===== src/rtl/mem_stage.sv =====
// Memory-access pipeline stage: drives a req/gnt/rvalid data-memory port, aligns
// and extends load data, stalls upstream while an access is outstanding, and owns MEM/WB.
module mem_stage #(
  parameter int WIDTH    = 32,
  parameter int ADDR_LEN = 32
) (
  input  logic                clk,
  input  logic                reset,
  input  logic                valid_i,
  input  logic [ADDR_LEN-1:0] pc_i,
  input  logic [WIDTH-1:0]    alu_out_i,
  input  logic [WIDTH-1:0]    rs2_data_i,
  input  logic                mem_rd_i,
  input  logic                mem_wr_i,
  input  logic [2:0]          mem_op_i,
  input  logic [4:0]          rd_addr_i,
  input  logic                rf_w_en_i,
  input  logic [1:0]          wbsel_i,
  output logic                stall_o,
  output logic                dmem_req,
  output logic                dmem_we,
  output logic [ADDR_LEN-1:0] dmem_addr,
  output logic [WIDTH-1:0]    dmem_wdata,
  output logic [3:0]          dmem_wstrb,
  input  logic                dmem_gnt,
  input  logic                dmem_rvalid,
  input  logic [WIDTH-1:0]    dmem_rdata,
  output logic                valid_o,
  output logic [ADDR_LEN-1:0] pc_o,
  output logic [WIDTH-1:0]    alu_out_o,
  output logic [WIDTH-1:0]    mem_data_o,
  output logic [4:0]          rd_addr_o,
  output logic                rf_w_en_o,
  output logic [1:0]          wbsel_o,
  output logic                misalign_o
);

  typedef enum logic [1:0] {IDLE, REQ, WAIT} state_t;

  state_t     state, state_next;
  logic       mem_op, is_store, is_byte, is_half, is_word;
  logic       misalign, access;
  logic [1:0] byte_off;
  logic [7:0]       ld_byte;
  logic [15:0]      ld_half;
  logic [WIDTH-1:0] ld_ext;

  // A request with both read and write set is a store.
  assign mem_op   = valid_i & (mem_rd_i | mem_wr_i);
  assign is_store = mem_wr_i;
  assign byte_off = alu_out_i[1:0];
  assign is_byte  = (mem_op_i[1:0] == 2'b00);
  assign is_half  = (mem_op_i[1:0] == 2'b01);
  assign is_word  = ~is_byte & ~is_half;
  assign misalign = mem_op & ((is_half & byte_off[0]) | (is_word & (byte_off != 2'b00)));
  assign access   = mem_op & ~misalign;

  assign dmem_addr = {alu_out_i[ADDR_LEN-1:2], 2'b00};
  assign dmem_we   = dmem_req & is_store;

  always_comb begin
    dmem_wdata = rs2_data_i;
    dmem_wstrb = 4'b0000;
    if (is_byte) begin
      dmem_wdata = {4{rs2_data_i[7:0]}};
      dmem_wstrb = 4'b0001 << byte_off;
    end else if (is_half) begin
      dmem_wdata = {2{rs2_data_i[15:0]}};
      dmem_wstrb = 4'b0011 << byte_off;
    end else begin
      dmem_wstrb = 4'b1111;
    end
    if (!is_store) dmem_wstrb = 4'b0000;
  end

  always_comb begin
    ld_byte = dmem_rdata[7:0];
    case (byte_off)
      2'd1:    ld_byte = dmem_rdata[15:8];
      2'd2:    ld_byte = dmem_rdata[23:16];
      2'd3:    ld_byte = dmem_rdata[31:24];
      default: ld_byte = dmem_rdata[7:0];
    endcase
    ld_half = byte_off[1] ? dmem_rdata[31:16] : dmem_rdata[15:0];
    case (mem_op_i)
      3'b000:  ld_ext = {{(WIDTH-8){ld_byte[7]}}, ld_byte};
      3'b100:  ld_ext = {{(WIDTH-8){1'b0}}, ld_byte};
      3'b001:  ld_ext = {{(WIDTH-16){ld_half[15]}}, ld_half};
      3'b101:  ld_ext = {{(WIDTH-16){1'b0}}, ld_half};
      default: ld_ext = dmem_rdata;
    endcase
  end

  always_comb begin
    state_next = state;
    dmem_req   = 1'b0;
    stall_o    = 1'b0;
    case (state)
      IDLE: begin
        if (access) begin
          dmem_req = 1'b1;
          if (!dmem_gnt) begin
            stall_o    = 1'b1;
            state_next = REQ;
          end else if (!is_store) begin
            stall_o    = 1'b1;
            state_next = WAIT;
          end
        end
      end
      REQ: begin
        dmem_req = 1'b1;
        if (!dmem_gnt) begin
          stall_o = 1'b1;
        end else if (is_store) begin
          state_next = IDLE;
        end else begin
          stall_o    = 1'b1;
          state_next = WAIT;
        end
      end
      WAIT: begin
        if (dmem_rvalid) state_next = IDLE;
        else             stall_o    = 1'b1;
      end
      default: state_next = IDLE;
    endcase
    // Reset must silence the port even while upstream still presents a memory op.
    if (!reset) begin
      dmem_req = 1'b0;
      stall_o  = 1'b0;
    end
  end

  always_ff @(posedge clk or negedge reset) begin
    if (!reset) begin
      state      <= IDLE;
      valid_o    <= 1'b0;
      pc_o       <= '0;
      alu_out_o  <= '0;
      mem_data_o <= '0;
      rd_addr_o  <= '0;
      rf_w_en_o  <= 1'b0;
      wbsel_o    <= '0;
      misalign_o <= 1'b0;
    end else begin
      state      <= state_next;
      valid_o    <= valid_i & ~stall_o;
      pc_o       <= pc_i;
      alu_out_o  <= alu_out_i;
      mem_data_o <= (state == WAIT && dmem_rvalid) ? ld_ext : '0;
      rd_addr_o  <= rd_addr_i;
      rf_w_en_o  <= valid_i & rf_w_en_i & ~misalign & ~stall_o;
      wbsel_o    <= wbsel_i;
      misalign_o <= misalign & ~stall_o;
    end
  end

endmodule


===== config.mk =====
export PLATFORM = sky130hd
export DESIGN_NAME = mem_stage
export DESIGN_NICKNAME = d
export VERILOG_FILES = /design/src/rtl/mem_stage.sv
export SDC_FILE = /design/constraint.sdc
export NUM_CORES = 1
export LEC_CHECK = 0
export CAP_MARGIN = 15
export CORE_MARGIN = 2
export CORE_UTILIZATION = 24
export CTS_CLUSTER_DIAMETER = 40
export DETAILED_ROUTE_END_ITERATION = 10
export GPL_ROUTABILITY_DRIVEN = 0
export GPL_TIMING_DRIVEN = 1
export PLACE_DENSITY_LB_ADDON = 0.1
export SLEW_MARGIN = 20
export SYNTH_ARGS = -nofsm -noshare
export SYNTH_HDL_FRONTEND = slang
export SYNTH_SLANG_ARGS = --single-unit
export TNS_END_PERCENT = 5

===== constraint.sdc =====
create_clock -name clk -period 1.8 [get_ports clk]
set_input_delay 0.36 -clock clk [delete_from_list [all_inputs] [get_ports clk]]
set_output_delay 0.36 -clock clk [all_outputs]
set_load 0.02 [all_outputs]

Word-level counts from Yosys, hierarchy flattened
Cells that the tools add are included.
- bits of input ports: 146
- register bits after elaboration: 108
- logic and storage cells: 73
- bitwise operators: 18
- shifts and indexed selects: 2
- reduce and logical (&&, ||, !) cells: 6
- multiplexer cells: 25
- equality and inequality tests: 13
- operators by type and width (operator ; count):
    case mux 32 bit (4 select lines) ; 1
    two-way mux 32 bit ; 3
    case mux 8 bit (3 select lines) ; 1
    two-way mux 16 bit ; 1
    bitwise AND 1 bit ; 12
    two-way mux 2 bit ; 6
    two-way mux 4 bit ; 3
    two-way mux 1 bit ; 7
    == test 2 x 1 -> 1 bit (second input constant) ; 3
    == test 2 bit (second input constant) ; 3
    == test 3 bit (second input constant) ; 2
    inequality test 2 bit (second input constant) ; 3
    case mux 2 bit (3 select lines) ; 1
    logical NOT 2 bit ; 2
    NOT 1 bit ; 4
    AND reduction 4 bit ; 1
    << shifter 1 x 2 -> 4 bit (first input constant) ; 1
    << shifter 2 x 2 -> 4 bit (first input constant) ; 1
    == test 3 x 1 -> 1 bit (second input constant) ; 1
    logical NOT 3 bit ; 1
    inequality test 3 bit (second input constant) ; 1
    case mux 1 bit (3 select lines) ; 1
    OR 1 bit ; 2
    case mux 1 bit (2 select lines) ; 1
    other kinds (2) ; 2

Depth between registers and ports, before layout
- depth in word-level cells: 13
- depth in mapped cells: 9
- depth with buffers taken out: 6

Least setup slack after synthesis
No wires, ideal clock.
- path kind: input to output
- from: input alu_out_i[1]
- to: output dmem_we
- required time: 1.440 ns
- arrival: 1.522 ns
- stages: 6
- path slack: -0.082 ns
- path buffers: 0
- cells stage by stage: inv_1 -> ha_1 -> nand2b_1 -> a31oi_2 -> nor2_1 -> and2_1
- word-level cells in the longest chain between the ends: 10
- ends and longest elaborated chain (element ; RTL line ; text):
    start: declaration ; 11 ; input logic [WIDTH-1:0] alu_out_i,
    nonzero test 2 bit ; 55 ; assign misalign = mem_op & ((is_half & byte_off[0]) | (is_word & (byte_off != 2'b00)));
    bitwise AND 1 bit ; 55 ;
    OR 1 bit ; 55 ;
    bitwise AND 1 bit ; 55 ;
    NOT 1 bit ; 56 ; assign access = mem_op & ~misalign;
    bitwise AND 1 bit ; 56 ;
    two-way mux 1 bit ; 100 ; if (access) begin
    case mux 1 bit (2 select lines) ; 98 ; case (state)
    two-way mux 1 bit ; 129 ; if (!reset) begin
    via dmem_req ; 20 ; output logic dmem_req,
    bitwise AND 1 bit ; 59 ; assign dmem_we = dmem_req & is_store;
    end: declaration ; 21 ; output logic dmem_we,
The timed path passes the listed nets, and every way through them passes these cells.

Final worst setup path
- from: register state[0]
- to: output dmem_we
- word-level cells in the longest chain between the ends: 4
- elaborated cells on any way between the ends: 5
- classes of those cells: eq/ne: 1; mux: 2; bitwise: 1; reduce/logical: 1
- ends and longest elaborated chain (element ; RTL line ; text):
    start: declaration ; 40 ; state_t state, state_next;
    start signal: assignment ; 147 ; state <= state_next;
    == test 2 x 1 -> 1 bit or logical NOT 2 bit (tied branches) ; 98 ;
    case mux 1 bit (2 select lines) * ; 98 ;
    two-way mux 1 bit * ; 129 ;
    bitwise AND 1 bit * ; 59 ;
Every way passes the cells marked *; elsewhere a longest branch is shown, timed or not.

==> results.json <==
{
  "place_ws_ns": -0.7598,
  "met1_usage": 0.2014,
  "max-cap-violations": 0,
  "first_iter_violations": 181,
  "path_clk_slew_ns": 0.08,
  "vias_per_cell": 4.313,
  "tightest_slew_ns": 0.9063,
  "netlist_area_um2": 4365,
  "first_global_vias": 4218,
  "core_um2": 17900,
  "worstPathRequired_ns": 1.44,
  "wl_mm": 16.66,
  "cts_sinks": 108,
  "peakVddDrop_mv": 0.3911,
  "boundaryPins": 323,
  "postSynthAreaPerCell_um2": 12.65,
  "startpoint": "state[0]",
  "drive_above_1_share": 0.2216,
  "row_count": 49,
  "synthCells": 345,
  "dp_cells": 902,
  "first_pass_iters": 4,
  "die_h_um": 138.9,
  "final_cell_area_um2": 8213,
  "clock.fmax_ghz": 0.5622,
  "clock_latency_ns": 0.36,
  "fillers": 1713,
  "slew_viol_final": 0,
  "synthDistinctLibCells": 40,
  "grtUsageMet2": 0.3078,
  "antennaDiodeCount": 0,
  "nets": 841,
  "yosys_register_bits": 108,
  "cts_htree_levels": 3,
  "vias": 3985,
  "p_leak_nw": 3.652,
  "critPathKind": "register to output pin",
  "grt-ovfl-total": 0,
  "track_usage": 0.1736,
  "port_buffers": 320,
  "wl_per_cell_um": 18.03,
  "synth_edf_count": 0,
  "end_kind": "output pin",
  "r2r_start": "state[0]",
  "hp-class": "input port to asynchronous set/reset pin",
  "setup_violations": 0,
  "setup_tns_ns": 0,
  "worstSetupStartpointType": "register",
  "hpwl_mm": 13.46,
  "ys.flop_type": "dfrtp_1",
  "grt_max_degree": 72,
  "clockBufferDepth": 2,
  "period_share": 0.9882,
  "root_buffer": "clkbuf_16",
  "cts_buffers": 9,
  "fin_ws_ns": 0.02119,
  "synth_seq_area_share": 0.6191,
  "ys_warn_count": 0,
  "ant_nets": 0,
  "final_cells": 924,
  "initial_core_util": 0.2438,
  "power.density_nw_per_um2": 731.9,
  "tritoncts": "yes",
  "rsz0062_at_grt": "true",
  "post-route-min-period_ns": 1.779,
  "fin_skew_ns": 0.004849,
  "met3_usage": 0.05318,
  "grt-busiest-layer": "met2",
  "report.final.hold_viol_count": 0,
  "cp_max_fo": 4,
  "syn_to_final_growth_pct": 88.13,
  "outcome": "finished, final reports clean",
  "slew_headroom": 0.3958,
  "die_w_um": 138.9,
  "drcViolationCount": 0,
  "arrival_ns": 1.42,
  "placed_area_um2": 7934,
  "synthArstFlopShare": 1.000,
  "synth_top_area_cell": "dfrtp_1",
  "antenna_found_initial": 2,
  "yosys-top-cells-area": "dfrtp_1 (62%), buf_4 (7.1%), mux2_2 (4.6%), a21oi_1 (3.4%), nor2_1 (2.8%)",
  "grt_pass1_wl_mm": 25.70,
  "dieArea_um2": 19280,
  "synth_top_area_frac": 0.6191
}
report_power, final:
group          switching, mW  internal [mW]  total, mW
sequential            0.0326           2.53       2.56
combinational          0.686          0.762       1.45
clock                   1.01          0.989       2.00
total                   1.73           4.28       6.01
critical path, cell delays in order (launching register included):
cell and delay (ns):
dfrtp_2 0.44, buf_6 0.12, a31oi_4 0.15, nor2_2 0.06, and2_1 0.16, buf_6 0.13
kinds of logic (layout without fill, tap and decap cells):
family / count (synthesis) / in the layout / share of synthesized area
buf+inv: 62 / 411 / 0.09888
flops: 108 / 108 / 0.6191
other cells: 1 / 2 / 0.0008590
compound gates: 76 / 76 / 0.1235
fa+ha+maj: 5 / 5 / 0.01433
mux: 27 / 27 / 0.06707
simple gates: 66 / 66 / 0.07624
flip-flops by register name, indices dropped and copies added, names as in the netlist:
register	count
rf_w_en_o	1
state	2
wbsel_o	2
mem_data_o	32
valid_o	1
alu_out_o	32
pc_o	32
misalign_o	1
rd_addr_o	5
cells in the final DEF, fill, tap and decap left out, types with 2 or more instances in the layout:
cell type	n
clkbuf_16	9
dfrtp_1	106
dlymetal6s2s_1	2
mux2_2	18
or2_2	2
nand3b_1	2
clkdlybuf4s15_2	2
nor2_2	2
nand2b_4	2
o21a_1	4
a21oi_1	30
a222oi_1	7
inv_2	2
inv_8	2
o21ai_0	11
nor2_1	31
dlygate4sd2_1	47
a21o_1	2
dfrtp_2	2
clkbuf_2	8
buf_4	66
buf_2	13
clkdlybuf4s50_1	241
nor3_1	2
a22oi_1	8
nand2_1	13
conb_1	2
buf_6	8
mux2i_1	9
clkinv_8	2
and2_1	2
inv_1	3
a2111oi_1	6
buf_12	2
ha_1	3
worst paths after layout:
check,slack [ns],depth (start not counted),to
worst max-delay path,0.02,5,dmem_we
worst min-delay path,0.11,2,state[0]
worst max register to register,0.43,3,mem_data_o[4]
worst min register to register,0.51,1,state[0]
max in group asynchronous,0.93,2,alu_out_o[14]
min in group clk,0.26,2,alu_out_o[0]
routing by layer:
layer,vias to the layer above,part of all wire
met4,4,0.017
met2,201,0.52
met3,25,0.077
li1,1853,-
met1,1902,0.39
met5,-,0.0018
cell usage after synthesis (4+ instances only):
library cell and number:
mux2i_1 9, buf_2 9, a21oi_1 30, inv_1 5
o21ai_0 12, ha_1 5, mux2_2 18, o21a_1 4
a22oi_1 8, a2111oi_1 6, nand2_1 13, a222oi_1 7
buf_4 41, dfrtp_1 108, nor2_1 33
stage by stage:
stage / hold WS, ns / util / power [mW]
after floorplan: 0.06441 / - / 3.195
after global placement: 0.4791 / 0.4432 / 4.103
after detailed placement: 0.4964 / 0.4432 / 4.116
after CTS: 0.1127 / 0.4590 / 6.103
after global routing: 0.1629 / 0.4588 / 6.302
final: 0.1090 / 0.4588 / 6.011
area by class of cell:
| class | count | area (µm²) | area share |
|---|---|---|---|
| clock buffers | 9 | 225.2 | 0.02742 |
| clock inverters | 7 | 77.57 | 0.009445 |
| inverters | 5 | 18.77 | 0.002285 |
| multi-input cells | 176 | 1287 | 0.1568 |
| flip-flops and latches | 108 | 2705 | 0.3294 |
| well taps | 229 | 286.5 | 0.03489 |
| repair buffers | 390 | 3612 | 0.4398 |
repair_timing:
action / in CTS / in global routing
setup endpoints to repair: 98 / 23
pin swaps: 5 / 1
resized for setup: 151 / 34
hold buffers: 0 / 0
buffers inserted: 5 / 1
Note: power is estimated with default switching activity, not from simulation.
